`src/rtl/fetch_queue_unit.sv`:
```
// fetch_queue_unit: instruction fetch stage.
// Holds the fetch PC, requests the icache, buffers {pc, inst, pred} in a
// DEPTH-entry FIFO and presents the head entry to the decoder (valid/ready).
// ROB redirect beats decoder redirect; either one flushes the FIFO.
// Optional macro FETCH_BHT_EN: adds a 2-bit-counter branch history table.
// Without it, prediction is static not-taken and br_update_* are ignored.
module fetch_queue_unit #(
   parameter logic [31:0] RESET_PC    = 32'h0,
   parameter int          DEPTH       = 4,
   parameter int          BHT_ENTRIES = 64
) (
   input  logic                       clk_in,
   input  logic                       rst_in,
   input  logic                       rob_redirect_valid,
   input  logic [31:0]                rob_redirect_pc,
   input  logic                       dec_redirect_valid,
   input  logic [31:0]                dec_redirect_pc,
   input  logic                       br_update_valid,
   input  logic [31:0]                br_update_pc,
   input  logic                       br_update_taken,
   output logic [31:0]                icache_req_pc,
   input  logic [31:0]                icache_inst,
   input  logic                       icache_hit,
   output logic                       out_valid,
   input  logic                       out_ready,
   output logic [31:0]                out_inst,
   output logic [31:0]                out_pc,
   output logic                       out_pred_taken,
   output logic [$clog2(DEPTH):0]     queue_count
);

   localparam int PW = $clog2(DEPTH);
   localparam int CW = PW + 1;
   localparam logic [CW-1:0] DEPTH_C = CW'(DEPTH);

   logic [31:0]   fetch_pc_q, fetch_pc_d;
   logic [PW-1:0] rd_ptr_q, rd_ptr_d;
   logic [PW-1:0] wr_ptr_q, wr_ptr_d;
   logic [CW-1:0] count_q, count_d;
   logic [31:0]   pc_mem_q   [DEPTH];
   logic [31:0]   pc_mem_d   [DEPTH];
   logic [31:0]   inst_mem_q [DEPTH];
   logic [31:0]   inst_mem_d [DEPTH];
   logic          pred_mem_q [DEPTH];
   logic          pred_mem_d [DEPTH];

   logic          redirect;
   logic [31:0]   redirect_pc;
   logic          push;
   logic          pop;
   logic          pred;

   assign redirect    = rob_redirect_valid | dec_redirect_valid;
   assign redirect_pc = rob_redirect_valid ? rob_redirect_pc : dec_redirect_pc;
   // Full is judged on the registered count, so a same-cycle pop never frees a slot early.
   assign push        = !redirect && icache_hit && (count_q < DEPTH_C);
   assign pop         = !redirect && out_valid && out_ready;

`ifdef FETCH_BHT_EN
   localparam int BI = $clog2(BHT_ENTRIES);

   logic [1:0]    bht_q [BHT_ENTRIES];
   logic [1:0]    bht_d [BHT_ENTRIES];
   logic [BI-1:0] look_idx;
   logic [BI-1:0] upd_idx;
   logic          unused_br_bits;

   assign look_idx       = fetch_pc_q[BI+1:2];
   assign upd_idx        = br_update_pc[BI+1:2];
   assign unused_br_bits = ^{br_update_pc[31:BI+2], br_update_pc[1:0]};
   // Lookup reads the registered table, so a same-cycle update is not visible yet.
   assign pred           = bht_q[look_idx][1];

   // Saturating counter update from committed branches, independent of stalls/redirects.
   always_comb begin
      bht_d = bht_q;
      if (br_update_valid) begin
         if (br_update_taken && (bht_q[upd_idx] != 2'b11))
            bht_d[upd_idx] = bht_q[upd_idx] + 2'b01;
         else if (!br_update_taken && (bht_q[upd_idx] != 2'b00))
            bht_d[upd_idx] = bht_q[upd_idx] - 2'b01;
      end
   end

   // BHT storage; counters start weakly not-taken.
   always_ff @(posedge clk_in or posedge rst_in) begin
      if (rst_in) begin
         for (int i = 0; i < BHT_ENTRIES; i++) bht_q[i] <= 2'b01;
      end else begin
         bht_q <= bht_d;
      end
   end
`else
   logic unused_br;

   assign unused_br = ^{br_update_valid, br_update_pc, br_update_taken};
   assign pred      = 1'b0;
`endif

   // Next fetch PC, FIFO pointers, occupancy and entry writes.
   always_comb begin
      fetch_pc_d = fetch_pc_q;
      rd_ptr_d   = rd_ptr_q;
      wr_ptr_d   = wr_ptr_q;
      count_d    = count_q;
      pc_mem_d   = pc_mem_q;
      inst_mem_d = inst_mem_q;
      pred_mem_d = pred_mem_q;
      if (redirect) begin
         fetch_pc_d = redirect_pc;
         rd_ptr_d   = '0;
         wr_ptr_d   = '0;
         count_d    = '0;
      end else begin
         if (push) begin
            pc_mem_d[wr_ptr_q]   = fetch_pc_q;
            inst_mem_d[wr_ptr_q] = icache_inst;
            pred_mem_d[wr_ptr_q] = pred;
            wr_ptr_d             = wr_ptr_q + PW'(1);
            fetch_pc_d           = fetch_pc_q + 32'd4;
         end
         if (pop) rd_ptr_d = rd_ptr_q + PW'(1);
         case ({push, pop})
            2'b10:   count_d = count_q + CW'(1);
            2'b01:   count_d = count_q - CW'(1);
            default: count_d = count_q;
         endcase
      end
   end

   // Fetch state and FIFO registers.
   always_ff @(posedge clk_in or posedge rst_in) begin
      if (rst_in) begin
         fetch_pc_q <= RESET_PC;
         rd_ptr_q   <= '0;
         wr_ptr_q   <= '0;
         count_q    <= '0;
         for (int i = 0; i < DEPTH; i++) begin
            pc_mem_q[i]   <= '0;
            inst_mem_q[i] <= '0;
            pred_mem_q[i] <= 1'b0;
         end
      end else begin
         fetch_pc_q <= fetch_pc_d;
         rd_ptr_q   <= rd_ptr_d;
         wr_ptr_q   <= wr_ptr_d;
         count_q    <= count_d;
         pc_mem_q   <= pc_mem_d;
         inst_mem_q <= inst_mem_d;
         pred_mem_q <= pred_mem_d;
      end
   end

   assign icache_req_pc  = fetch_pc_q;
   assign out_valid      = (count_q != '0);
   assign out_pc         = pc_mem_q[rd_ptr_q];
   assign out_inst       = inst_mem_q[rd_ptr_q];
   assign out_pred_taken = pred_mem_q[rd_ptr_q];
   assign queue_count    = count_q;

endmodule

```
`config.mk`:
```
export PLATFORM = sky130hd
export DESIGN_NAME = fetch_queue_unit
export DESIGN_NICKNAME = d
export VERILOG_FILES = /design/src/rtl/fetch_queue_unit.sv
export SDC_FILE = /design/constraint.sdc
export NUM_CORES = 1
export LEC_CHECK = 0
export ABC_AREA = 1
export BUFFER_PORTS_ARGS = -buffer_cell sky130_fd_sc_hd__clkbuf_2
export CAP_MARGIN = 20
export CELL_PAD_IN_SITES_DETAIL_PLACEMENT = 1
export CELL_PAD_IN_SITES_GLOBAL_PLACEMENT = 2
export CORE_MARGIN = 10
export CORE_UTILIZATION = 35
export CTS_CLUSTER_SIZE = 10
export DETAILED_ROUTE_END_ITERATION = 8
export GPL_ROUTABILITY_DRIVEN = 0
export GPL_TIMING_DRIVEN = 0
export HOLD_SLACK_MARGIN = 0.1
export PLACE_DENSITY = 0.91
export SETUP_SLACK_MARGIN = 0.5
export SYNTH_ARGS = -nofsm -noshare
export SYNTH_HDL_FRONTEND = slang
export SYNTH_SLANG_ARGS = --single-unit
export TNS_END_PERCENT = 30
```
`constraint.sdc`:
```
create_clock -name clk_in -period 22.1 [get_ports clk_in]
set_input_delay 1.105 -clock clk_in [delete_from_list [all_inputs] [get_ports clk_in]]
set_output_delay 1.105 -clock clk_in [all_outputs]
set_load 0.01 [all_outputs]
```
# After elaboration in Yosys (flattened, before gate mapping)
# Index checks and enable logic that the tools add are counted.
dict set report totals {
  regBits 299
  input_bits 136
  output_inout_bits 101
  elab_cells 68
}
dict set report classes {
  n_addsub 5
  magnitude_cmp 4
  n_eq_ne 2
  mux 24
  bitwise_logic 6
  reduce_logical 11
}
# operator n
set op_table {}
lappend op_table {{$bwmux W128} 2}
lappend op_table {{$mux W32} 8}
lappend op_table {{$bmux W32 S2} 2}
lappend op_table {{$demux W32 S2} 1}
lappend op_table {{$add A32 B3 Y32 const B} 1}
lappend op_table {{$mux W2} 4}
lappend op_table {{$ge A3 B3 Y1 const B} 2}
lappend op_table {{$not A2 Y3} 2}
lappend op_table {{$pmux W3 S2} 1}
lappend op_table {{$reduce_bool A3 Y1} 2}
lappend op_table {{$logic_and A1 B1 Y1} 5}
lappend op_table {{$add A2 B1 Y2 const B} 2}
lappend op_table {{$and A4 B4 Y4} 1}
lappend op_table {{$not A4 Y4} 1}
lappend op_table {{$reduce_bool A2 Y1} 2}
lappend op_table {{$add A3 B1 Y3 const B} 1}
lappend op_table {{$lt A3 B1 Y1 const B} 1}
lappend op_table {{$lt A3 B3 Y1 const B} 1}
lappend op_table {{$mux W1} 3}
lappend op_table {{$mux W3} 1}
lappend op_table {{$sub A3 B1 Y3 const B} 1}
lappend op_table {{$bmux W1 S2} 1}
lappend op_table {{$demux W1 S2} 1}
lappend op_table {{$eq A2 B1 Y1 const B} 1}
lappend op_table {{other kinds (5)} 5}

# Longest topological paths before layout
# Gate-level depths: netlist of run 1.
dict set report depth {
  depth_word 7
  depth_mapped 11
  ltp_nobuf 11
}

# Least setup slack after synthesis of run 1
# Ideal clock, no wire load.
dict set report synth_timing {
  path_type {input port to flip-flop}
  startpoint {in rob_redirect_valid}
  endpoint {reg count_q[1], in the netlist queue_count[1]}
  arrival_time_ns 2.441
  t_required_ns 21.973
  slack_ns 19.532
  cell_stages 10
  n_path_buf 2
  cell_sequence {buf_2 > nor2_8 > inv_2 > nor2_2 > buf_4 > nand2_1 > inv_1 > fa_1 > nand3_1 > o21ai_0}
}
dict set report synth_via {
  elab_chain_len 7
}
# element line
set synth_lines {}
lappend synth_lines {{from (decl)} 14} ;# input logic rob_redirect_valid,
lappend synth_lines {{$or A1 B1 Y1 (*)} 53} ;# assign redirect = rob_redirect_valid | dec_redirect_valid;
lappend synth_lines {{$logic_not A1 Y1} {56, 57}}
lappend synth_lines {{$logic_and A1 B1 Y1, on equally long branches (2 in a row)} {57, 56}}
lappend synth_lines {{$eq A2 B1 Y1 / $eq A2 B2 Y1 (equally long branches)} 123} ;# case ({push, pop})
lappend synth_lines {{$pmux W3 S2} 123}
lappend synth_lines {{$mux W3} 109} ;# if (redirect) begin
lappend synth_lines {{to (signal assigned)} 147} ;# count_q <= count_d;
lappend synth_lines {{to (decl)} 39} ;# logic [CW-1:0] count_q, count_d;
# Mark *: on every way between the ends. The rest lies on a longest branch, timed or not.
# A chain may end at the register's enable or synchronous reset.

# Worst setup path in the final report of run 1
dict set report layout_timing {
  startpoint {reg rd_ptr_q[1]}
  endpoint {out out_pc[12]}
}
dict set report layout_via {
  elab_chain_len 4
}
# element line
set layout_lines {}
lappend layout_lines {{from (decl)} 37} ;# logic [PW-1:0] rd_ptr_q, rd_ptr_d;
lappend layout_lines {{from (signal assigned)} 145} ;# rd_ptr_q <= rd_ptr_d;
lappend layout_lines {{$not A2 Y3 (not written as such)} 156} ;# assign out_pc = pc_mem_q[rd_ptr_q];
lappend layout_lines {{$bmux W32 S2} 156}
lappend layout_lines {{$mux W32 (not written as such) (2 in a row)} 156}
lappend layout_lines {{to (decl)} 27} ;# output logic [31:0] out_pc,
# Every way passes these cells. The select of a mux whose other input is x is not followed.

==> flow_metrics.env, run 1 <==
export IMPL_status="finished clean"
export IMPL_p_leak_nw=8.295
export IMPL_regArea_sq_um=7482
export IMPL_diodes=0
export IMPL_path_cells="inv_1, clkbuf_1, clkbuf_1, o21ai_0, o22ai_1, clkbuf_2"
export IMPL_critPathMostFrequentCell="clkbuf_1"
export IMPL_worstReg2RegStart="queue_count[2]"
export IMPL_syn_instance_count=1750
export IMPL_ys_flop_type="dfrtp_1"
export IMPL_cp_num_buf_inv=4
export IMPL_cts_root_buf="clkbuf_16"
export IMPL_die_h_microns=220.2
export IMPL_rsz0062_at_grt="no"
export IMPL_multi_input_area_sq_um=5600
export IMPL_yosysWarnings=0
export IMPL_grt_pass1_wl_microns=81730
export IMPL_drt_wl_total_microns=51880
export IMPL_dr_first_iter_drc_count=1019
export IMPL_endpoint_kind="primary output"
export IMPL_grt_pass1_vias=14430
export IMPL_ys_async_sr_fraction_pct=100.0
export IMPL_drcViolationCount=0
export IMPL_area_growth_pct=20.66
export IMPL_clockBufferDepth=3
export IMPL_ctsHoldBuffers=0
export IMPL_maxSlewViolCount=0
export IMPL_max_freq_mhz=258.9
export IMPL_vias=13310
export IMPL_start_util_pct=35.39
export IMPL_fin_tns_setup_ns=0
export IMPL_cp_slowest_cell="clkbuf_1"
export IMPL_grt_overflow=0
export IMPL_reg2reg_to="queue_count[2]"
export IMPL_drv_cap=0
export IMPL_cts_resized=0
export IMPL_cts_sinks=299
export IMPL_hold_violations=0
export IMPL_drt_pass1_iter_count=7
export IMPL_required_ns=21.00
export IMPL_hold_depth=2
export IMPL_synth_ff_latch_count=299
export IMPL_antenna_found_initial=0
export IMPL_seq_area_frac_synth_pct=53.34
export IMPL_cts_setup_buffers=0
export IMPL_min_path_type="reg2reg"
export IMPL_post_place_ws_ns=18.83
export IMPL_vias_per_cell=5.249
export IMPL_whs_ns=0.4788
export IMPL_slew_headroom_pct=38.44
export IMPL_period_minus_slack_ns=3.863
export IMPL_hp_start="pc_mem_q[61]"
export IMPL_h_tree_depth=2
export IMPL_clk_latency_ns=0.53
export IMPL_syn_cell_area_sq_um=14030
export IMPL_critPathTopFamily="buffers and inverters"
export IMPL_die_w_microns=220.2
export IMPL_ff2ff_path_depth=11
export IMPL_num_fill_cells=4930
export IMPL_avgSynthCellArea_sq_um=8.016
export IMPL_core_sq_um=39640
export IMPL_p_per_area_nw_per_um2=89.64
export IMPL_grt_use_total_pct=21.41
export IMPL_port_buffers=201
export IMPL_die_area_sq_um=48490
export IMPL_tightest_slew_ns=0.9234
export IMPL_setup_viol=0
export IMPL_crit_arrival_ns=2.76
export IMPL_use_met3_pct=4.042
export IMPL_busiest_layer="met2"
export IMPL_cts_made_buffers=38
export IMPL_cp_max_fo=10
export IMPL_final_nets=2135
export IMPL_synth_cell_types=34
export IMPL_finalCritPeriodShare_pct=17.48
export IMPL_dp_hpwl_microns=37080
export IMPL_critPathLaunchType="register"
export IMPL_wl_per_cell_microns=20.46
export IMPL_use_met1_pct=27.15
export IMPL_layout_drive_gt1_share_pct=16.27
export IMPL_fin_ws_ns=18.24
export IMPL_cts_tree="done"
export IMPL_grt_max_degree=112
export IMPL_finalNonFillerCells=2535
export IMPL_hold_end="pc_mem_q[61]"
export IMPL_r2r_setup_slack_ns=20.00
export IMPL_ios=237
export IMPL_clock_skew_ns=0.02089
export IMPL_fin_util_pct=42.70
export IMPL_clk_pin_slew_ns=0.05
export IMPL_synth_edf_count=0
export IMPL_fp_row_count=73
export IMPL_cp_slowest_stage_delay_ns=0.49
export IMPL_ant_nets=0
export IMPL_syn_nets=1892
export IMPL_dp_cells=2478
export IMPL_peakVddDrop_v=0.00004192
export IMPL_crit_type="reg2out"
export IMPL_met2_usage_pct=37.21
[per-stage QoR]
step	total power [mW]	cell area, sq um
CTS	1.533	16930
global placement	0.9207	15690
floorplan	0.8129	14030
detailed placement	0.9327	15750
finish	1.517	16930
global route	1.599	16930
[worst max-delay path by stage]
stage,startpoint,endpoint,depth (start not counted)
floorplan,rst_in,icache_req_pc[0],1
global placement,rst_in,icache_req_pc[29],2
detailed placement,rd_ptr_q[1],out_pc[16],6
CTS,rd_ptr_q[1],out_pc[16],6
global route,rd_ptr_q[1],out_pc[12],6
finish,rd_ptr_q[1],out_pc[12],6
[worst min-delay path, cell delays in order, from the launching register on]
cell	delay, ns
dfrtp_1	0.33
nand2_1	0.05
o21ai_0	0.06
[state kept, by name (all words and copies together) (netlist names)]
register	flops
inst_mem_q	128
rd_ptr_q	2
pred_mem_q	4
pc_mem_q	128
icache_req_pc	32
wr_ptr_q	2
queue_count	3
[per-layer routing]
layer	routed length [microns]	part of all wire [%]
met3	2744	5.3
met4	909	1.8
met2	25390	49
met5	0	0
met1	22830	44
[logic make-up (layout without fill, tap and decap cells)]
group / count (synthesis) / count (layout) / synth area share [%]
AND/OR/NAND/NOR: 653 / 653 / 18.07
AO/OA/AOI/OAI: 565 / 565 / 21.08
flip-flops: 299 / 299 / 53.34
buffers and inverters: 224 / 484 / 6.743
adder cells (fa/ha/maj): 6 / 6 / 0.5887
XOR/XNOR: 3 / 3 / 0.1873
[cells in the mapped netlist, types with 2 or more instances]
cell type / n / area share, %
buf_4: 9 / 0.48
o2bb2ai_1: 3 / 0.19
a22oi_1: 2 / 0.11
o21ai_0: 373 / 13
dfrtp_1: 299 / 53
ha_1: 5 / 0.45
a21oi_1: 53 / 1.9
inv_2: 4 / 0.11
o21ai_1: 56 / 2.0
nand3_1: 32 / 1.1
inv_1: 101 / 2.7
nor2_1: 223 / 6.0
xor2_1: 3 / 0.19
a21boi_0: 4 / 0.21
a31oi_1: 3 / 0.13
o211ai_1: 2 / 0.11
buf_1: 6 / 0.16
nor2_2: 3 / 0.13
clkbuf_1: 50 / 1.3
nand4_1: 2 / 0.089
buf_2: 53 / 1.9
nand2_1: 388 / 10
o22ai_1: 65 / 2.9
[report_power, final]
group | switching [mW] | total, mW | internal, mW
Sequential | 0.0470 | 0.666 | 0.619
Combinational | 0.165 | 0.257 | 0.0920
Clock | 0.229 | 0.594 | 0.365
Total | 0.441 | 1.52 | 1.08
[placed cells by master (no fill, tap or decap), types with 3 or more instances in the layout]
master | netlist | routed
a21boi_0 | 4 | 4
a21oi_1 | 53 | 53
a31oi_1 | 3 | 3
buf_1 | 6 | 6
buf_2 | 53 | 53
buf_4 | 9 | 9
clkbuf_1 | 50 | 58
clkbuf_16 | 0 | 41
clkbuf_2 | 0 | 201
clkbuf_8 | 0 | 3
clkinv_2 | 0 | 3
dfrtp_1 | 299 | 299
ha_1 | 5 | 5
inv_1 | 101 | 100
inv_2 | 4 | 4
nand2_1 | 388 | 388
nand3_1 | 32 | 32
nor2_1 | 223 | 223
nor2_2 | 3 | 3
o21ai_0 | 373 | 373
o21ai_1 | 56 | 56
o22ai_1 | 65 | 65
o2bb2ai_1 | 3 | 3
xor2_1 | 3 | 3
[final cells by class]
| type | count | area share [%] |
|---|---|---|
| Inverter | 106 | 2.425 |
| Clock inverter | 5 | 0.4435 |
| Buffer | 118 | 3.208 |
| Tap cell | 525 | 3.881 |
| Clock buffer | 52 | 6.483 |
| Multi-Input combinational cell | 1227 | 33.09 |
| Sequential cell | 299 | 44.20 |
| Timing Repair Buffer | 203 | 6.269 |
Power figures use the tool's default switching activity.
==> run 2: changes to the inputs <==
Settings changed: ABC_AREA 1 to 0, PLACE_DENSITY 0.91 to 0.83.
Clock period 22.1 ns to 3.45 ns, I/O delays scaled along.
==> flow_metrics.env, run 2 <==
export IMPL_status="finished clean"
export IMPL_dp_cells=1665
export IMPL_drt_pass1_iter_count=4
export IMPL_ant_nets=0
export IMPL_p_per_area_nw_per_um2=538.6
export IMPL_power_switching_mw=2.410
export IMPL_swShare_pct=25.81
export IMPL_synth_area_leader_cell="dfrtp_1"
export IMPL_combPwrFrac_pct=17.3
export IMPL_die_h_microns=216.7
export IMPL_fp_row_count=71
export IMPL_regArea_sq_um=7482
export IMPL_dr_wl_met2_microns=19410
export IMPL_drv_cap=0
export IMPL_syn_instance_count=945
export IMPL_multi_input_area_sq_um=5763
export IMPL_grt_pass1_wl_microns=63190
export IMPL_synth_common_cells="dfrtp_1, mux2_2, mux4_2, nand2_1, clkbuf_1"
export IMPL_p_int_mw=6.926
export IMPL_ys_flop_type="dfrtp_1"
export IMPL_layout_drive_gt1_share_pct=45.32
export IMPL_cts_root_buf="clkbuf_16"
export IMPL_core_sq_um=37930
export IMPL_ys_async_sr_fraction_pct=100.0
export IMPL_endpoint_kind="register"
export IMPL_synth_cell_types=41
export IMPL_num_fill_cells=3900
export IMPL_synthTopCellsByArea="dfrtp_1, mux2_2, mux4_2, nand2_1, xnor2_1"
export IMPL_ios=237
export IMPL_clk_latency_ns=0.51
export IMPL_wl_met1_microns=18130
export IMPL_die_area_sq_um=46960
export IMPL_synth_ff_latch_count=299
export IMPL_wl_met3_microns=2090
export IMPL_period_minus_slack_ns=2.877
export IMPL_hold_violations=0
export IMPL_antenna_found_initial=1
export IMPL_area_growth_pct=28.00
export IMPL_slew_headroom_pct=41.45
export IMPL_hold_depth=3
export IMPL_wl_per_cell_microns=22.24
export IMPL_grt_overflow=0
export IMPL_ff2ff_path_depth=6
export IMPL_cp_max_fo=10
export IMPL_syn_cell_area_sq_um=13540
export IMPL_dr_first_iter_drc_count=438
export IMPL_h_tree_depth=2
export IMPL_top_layer="met4"
export IMPL_synth_edf_count=0
export IMPL_crit_type="reg2reg"
export IMPL_mostFrequentLayoutCell="dfrtp_1"
export IMPL_dp_hpwl_microns=28720
export IMPL_cts_sinks=299
export IMPL_crit_arrival_ns=3.25
export IMPL_seq_area_frac_synth_pct=55.25
export IMPL_yosysWarnings=0
export IMPL_finalCritPeriodShare_pct=83.38
export IMPL_cts_tree="done"
export IMPL_finalNonFillerCells=1805
export IMPL_syn_nets=1087
export IMPL_cts_made_buffers=37
export IMPL_start_util_pct=35.70
export IMPL_clockBufferDepth=3
export IMPL_grt_max_degree=43
export IMPL_setup_viol=0
export IMPL_clockPowerShare_pct=37.4
export IMPL_avgSynthCellArea_sq_um=14.33
export IMPL_min_path_type="in2reg"
export IMPL_grt_use_total_pct=17.10
export IMPL_vias_per_cell=5.120
export IMPL_totalPowerFinal_mw=9.336
export IMPL_clock_skew_ns=0.02139
export IMPL_clk_pin_slew_ns=0.06
export IMPL_p_seq_share_pct=45.3
export IMPL_synth_top_area_share_pct=55.25
export IMPL_die_w_microns=216.7
export IMPL_drt_wl_total_microns=40150
export IMPL_final_cell_mix="dfrtp_1, mux2_2, clkbuf_2"
export IMPL_final_nets=1425
export IMPL_grt_pass1_vias=10550
export IMPL_vias=9241
export IMPL_peakVddDrop_v=0.0002526
export IMPL_port_buffers=201
export IMPL_critPathLaunchType="register"
export IMPL_p_leak_nw=7.990
export IMPL_cts_setup_buffers=0
export IMPL_rsz0062_at_grt="yes"
export IMPL_required_ns=3.83
export IMPL_drcViolationCount=0
export IMPL_tightest_slew_ns=0.8783
export IMPL_synth_most_common_cell="dfrtp_1"
export IMPL_maxSlewViolCount=0
export IMPL_max_freq_mhz=347.6
run 2: worst paths after layout:
path	start	endpoint	slack, ns
min in group asynchronous	rst_in	inst_mem_q[122]	0.41
worst max-delay path	queue_count[2]	inst_mem_q[74]	0.57
worst min-delay path	dec_redirect_pc[28]	icache_req_pc[28]	0.11
max in group asynchronous	rst_in	pc_mem_q[23]	1.89
worst min register to register	pc_mem_q[11]	pc_mem_q[11]	0.48
worst max register to register	queue_count[2]	inst_mem_q[74]	0.57
run 2: timing repair:
item	4_1_cts	5_1_grt
hold buffers	90	0
hold endpoints to repair	192	0
gates resized for setup	13	11
setup endpoints to repair	46	74
run 2: metrics by stage:
step                TNS, ns  instance area [sq um]  setup slack, ns  utilization [%]  hold slack, ns
floorplan           -207.98                  13550          -0.6956                -          0.2935
global placement    -725.04                  15190           -2.454            40.05          0.3863
detailed placement        0                  15350           0.4639            40.47          0.3657
CTS                       0                  17330           0.4764            45.69          0.1024
global route              0                  17330           0.3893            45.70          0.1496
finish                    0                  17330           0.5734            45.70          0.1113
run 2: worst max-delay path, stage by stage, from the launching register on:
cell and delay [ns]:
dfrtp_1 0.43, nand2b_1 0.41, nor2_1 0.19, nand2_1 0.34, buf_2 0.35, buf_1 0.60, mux2_2 0.41
run 2: logic make-up after synthesis:
kind of cell | count (synthesis) | share of synthesized area [%]
xor+xnor | 22 | 1.423
buf+inv | 76 | 2.190
fa+ha+maj | 6 | 0.6098
simple gates | 134 | 4.962
flops | 299 | 55.25
compound gates | 93 | 4.019
mux | 315 | 31.54
run 2: layout make-up:
cell class / count / area share [%]
clock buffer: 49 / 6.121
inverter: 7 / 0.1732
antenna: 1 / 0.01444
multi-input combinational: 570 / 33.25
timing repair buffer: 299 / 11.92
buffer: 69 / 1.667
tap: 511 / 3.688
sequential: 299 / 43.16
run 2: power groups by stage:
stage	registers (mW)	logic (mW)	clock network (mW)
floorplan	4.20	0.948	0
global placement	4.26	1.48	0
detailed placement	4.29	1.55	0
CTS	4.23	1.65	3.59
global route	4.29	1.77	3.74
finish	4.23	1.62	3.49
run 2: routing by layer:
layer	up-vias	track usage [%]
li1	4149	-
met1	4845	22.53
met2	205	28.45
met3	42	3.663
met4	0	3.682
met5	-	0
==> run 3: changes to the inputs <==
Settings changed: ABC_AREA 0 to 1, CORE_UTILIZATION 35 to 33, PLACE_DENSITY 0.83 to 0.87.
Clock period 3.45 ns to 2.68 ns, I/O delays scaled along.
==> flow_metrics.env, run 3 (synthesis results as in run 1) <==
export IMPL_status="finished clean"
export IMPL_totalPowerFinal_mw=12.78
export IMPL_slew_headroom_pct=40.39
export IMPL_cp_max_fo=10
export IMPL_cts_root_buf="clkbuf_16"
export IMPL_min_path_type="in2reg"
export IMPL_vias=13820
export IMPL_layout_drive_gt1_share_pct=18.56
export IMPL_hp_start="dec_redirect_pc[15]"
export IMPL_finalCritPeriodShare_pct=80.89
export IMPL_period_minus_slack_ns=2.168
export IMPL_final_nets=2237
export IMPL_grt_pass1_vias=15120
export IMPL_hold_depth=5
export IMPL_drv_cap=0
export IMPL_dp_cells=2498
export IMPL_fin_ws_ns=0.5121
export IMPL_max_freq_mhz=461.3
export IMPL_combPwrFrac_pct=18.5
export IMPL_cts_setup_buffers=0
export IMPL_hold_violations=0
export IMPL_fp_row_count=75
export IMPL_worstReg2RegStart="icache_req_pc[2]"
export IMPL_clk_latency_ns=0.52
export IMPL_post_place_ws_ns=0.3919
export IMPL_ios=237
export IMPL_mostFrequentLayoutCell="nand2_1"
export IMPL_vias_per_cell=5.214
export IMPL_critPathLaunchType="register"
export IMPL_peakVddDrop_v=0.0004356
export IMPL_drt_pass1_iter_count=4
export IMPL_clock_skew_ns=0.01828
export IMPL_whs_ns=0.1460
export IMPL_h_tree_depth=2
export IMPL_crit_arrival_ns=2.03
export IMPL_required_ns=2.55
export IMPL_drcViolationCount=0
export IMPL_rsz0062_at_grt="yes"
export IMPL_start_util_pct=33.44
export IMPL_maxSlewViolCount=0
export IMPL_p_leak_nw=8.949
export IMPL_r2r_setup_slack_ns=0.61
export IMPL_port_buffers=201
export IMPL_cts_made_buffers=38
export IMPL_swShare_pct=29.36
export IMPL_dr_first_iter_drc_count=954
export IMPL_wl_per_cell_microns=20.80
export IMPL_num_fill_cells=5007
export IMPL_finalNonFillerCells=2651
export IMPL_ant_nets=0
export IMPL_die_area_sq_um=51160
export IMPL_final_cell_mix="nand2_1, o21ai_0, dfrtp_1"
export IMPL_dp_hpwl_microns=38650
export IMPL_grt_pass1_wl_microns=86600
export IMPL_p_int_mw=9.028
export IMPL_clockBufferDepth=3
export IMPL_area_growth_pct=30.59
export IMPL_clk_pin_slew_ns=0.06
export IMPL_die_h_microns=226.2
export IMPL_clockPowerShare_pct=38.6
export IMPL_grt_use_total_pct=21.47
export IMPL_reg2reg_to="icache_req_pc[7]"
export IMPL_power_switching_mw=3.753
export IMPL_cts_tree="done"
export IMPL_grt_max_degree=43
export IMPL_die_w_microns=226.2
export IMPL_core_sq_um=41950
export IMPL_grt_overflow=0
export IMPL_endpoint_kind="primary output"
export IMPL_diodes=0
export IMPL_drt_wl_total_microns=55130
export IMPL_antenna_found_initial=0
export IMPL_setup_viol=0
export IMPL_cts_sinks=299
export IMPL_hold_end="icache_req_pc[15]"
export IMPL_p_seq_share_pct=43.0
export IMPL_tightest_slew_ns=0.8941
export IMPL_p_per_area_nw_per_um2=697.6
export IMPL_ff2ff_path_depth=6
export IMPL_crit_type="reg2out"
-- run 3: changes by cell type in the layout (fill, tap and decap cells not counted), sizes merged, moves of 18 or more --
cell | before | now
a21oi | 29 | 53
buf | 40 | 87
inv | 6 | 104
mux2 | 244 | 0
mux4 | 65 | 0
nand2 | 50 | 390
nand3 | 13 | 32
nor2 | 15 | 227
o21ai | 29 | 430
o22ai | 8 | 65
xnor2 | 18 | 0
-- run 3: final cells by class --
type	count	area (sq um)	area share (%)
Timing Repair Buffer	305	2141	11.69
Multi-Input combinational cell	1227	5707	31.15
Clock buffer	53	1131	6.174
Buffer	118	728.2	3.975
Clock inverter	4	45.04	0.2459
Sequential cell	299	7482	40.84
Inverter	106	411.6	2.247
Tap cell	539	674.4	3.681
-- run 3: critical path, cell delays in order (launching register included) --
cell,delay [ns]
dfrtp_1,0.41
inv_2,0.12
clkbuf_8,0.20
clkbuf_4,0.23
o21ai_0,0.12
o22ai_1,0.24
buf_2,0.20
-- run 3: how the worst max path moves through the flow --
stage           startpoint                 to  slack, ns  cells past startpoint
6_report       rd_ptr_q[1]       out_inst[26]       0.51                      6
3_3_place_gp        rst_in  icache_req_pc[27]      -3.39                      2
3_5_place_dp   rd_ptr_q[1]         out_pc[11]       0.39                      6
5_1_grt        rd_ptr_q[0]       out_inst[11]       0.45                      6
2_1_floorplan       rst_in   icache_req_pc[0]      -1.43                      1
4_1_cts        rd_ptr_q[0]       out_inst[20]       0.50                      5
-- run 3: timing repair --
item / CTS / global route
resized for setup: 91 / 25
hold endpoints to repair: 188 / 0
setup endpoints to repair: 65 / 45
hold buffers: 96 / 0
pin swaps: 3 / 3
-- run 3: stage by stage --
step | cell area (sq um) | TNS (ns) | utilization [%]
4_1_cts | 18290 | 0 | 43.61
3_5_place_dp | 15880 | 0 | 37.86
2_1_floorplan | 14030 | -426.69 | -
6_report | 18320 | 0 | 43.67
3_3_place_gp | 15710 | -1000.66 | 37.46
5_1_grt | 18320 | 0 | 43.67
-- run 3: power by group through the flow --
stage | Clock (mW) | Combinational (mW) | Sequential [mW]
finish | 4.93 | 2.36 | 5.49
global route | 5.21 | 2.65 | 5.57
CTS | 5.00 | 2.38 | 5.48
detailed placement | 0 | 2.18 | 5.55
global placement | 0 | 2.09 | 5.52
floorplan | 0 | 1.23 | 5.47
-- run 3: layer usage --
metal | global-route usage, % | share of wire, % | routed length [microns] | vias up
li1 | - | - | - | 6467
met1 | 27.19 | 44 | 24470 | 6993
met2 | 37.61 | 49 | 27130 | 302
met3 | 3.749 | 4.8 | 2663 | 60
met4 | 4.242 | 1.6 | 867 | 0
met5 | 0 | 0 | 0 | -
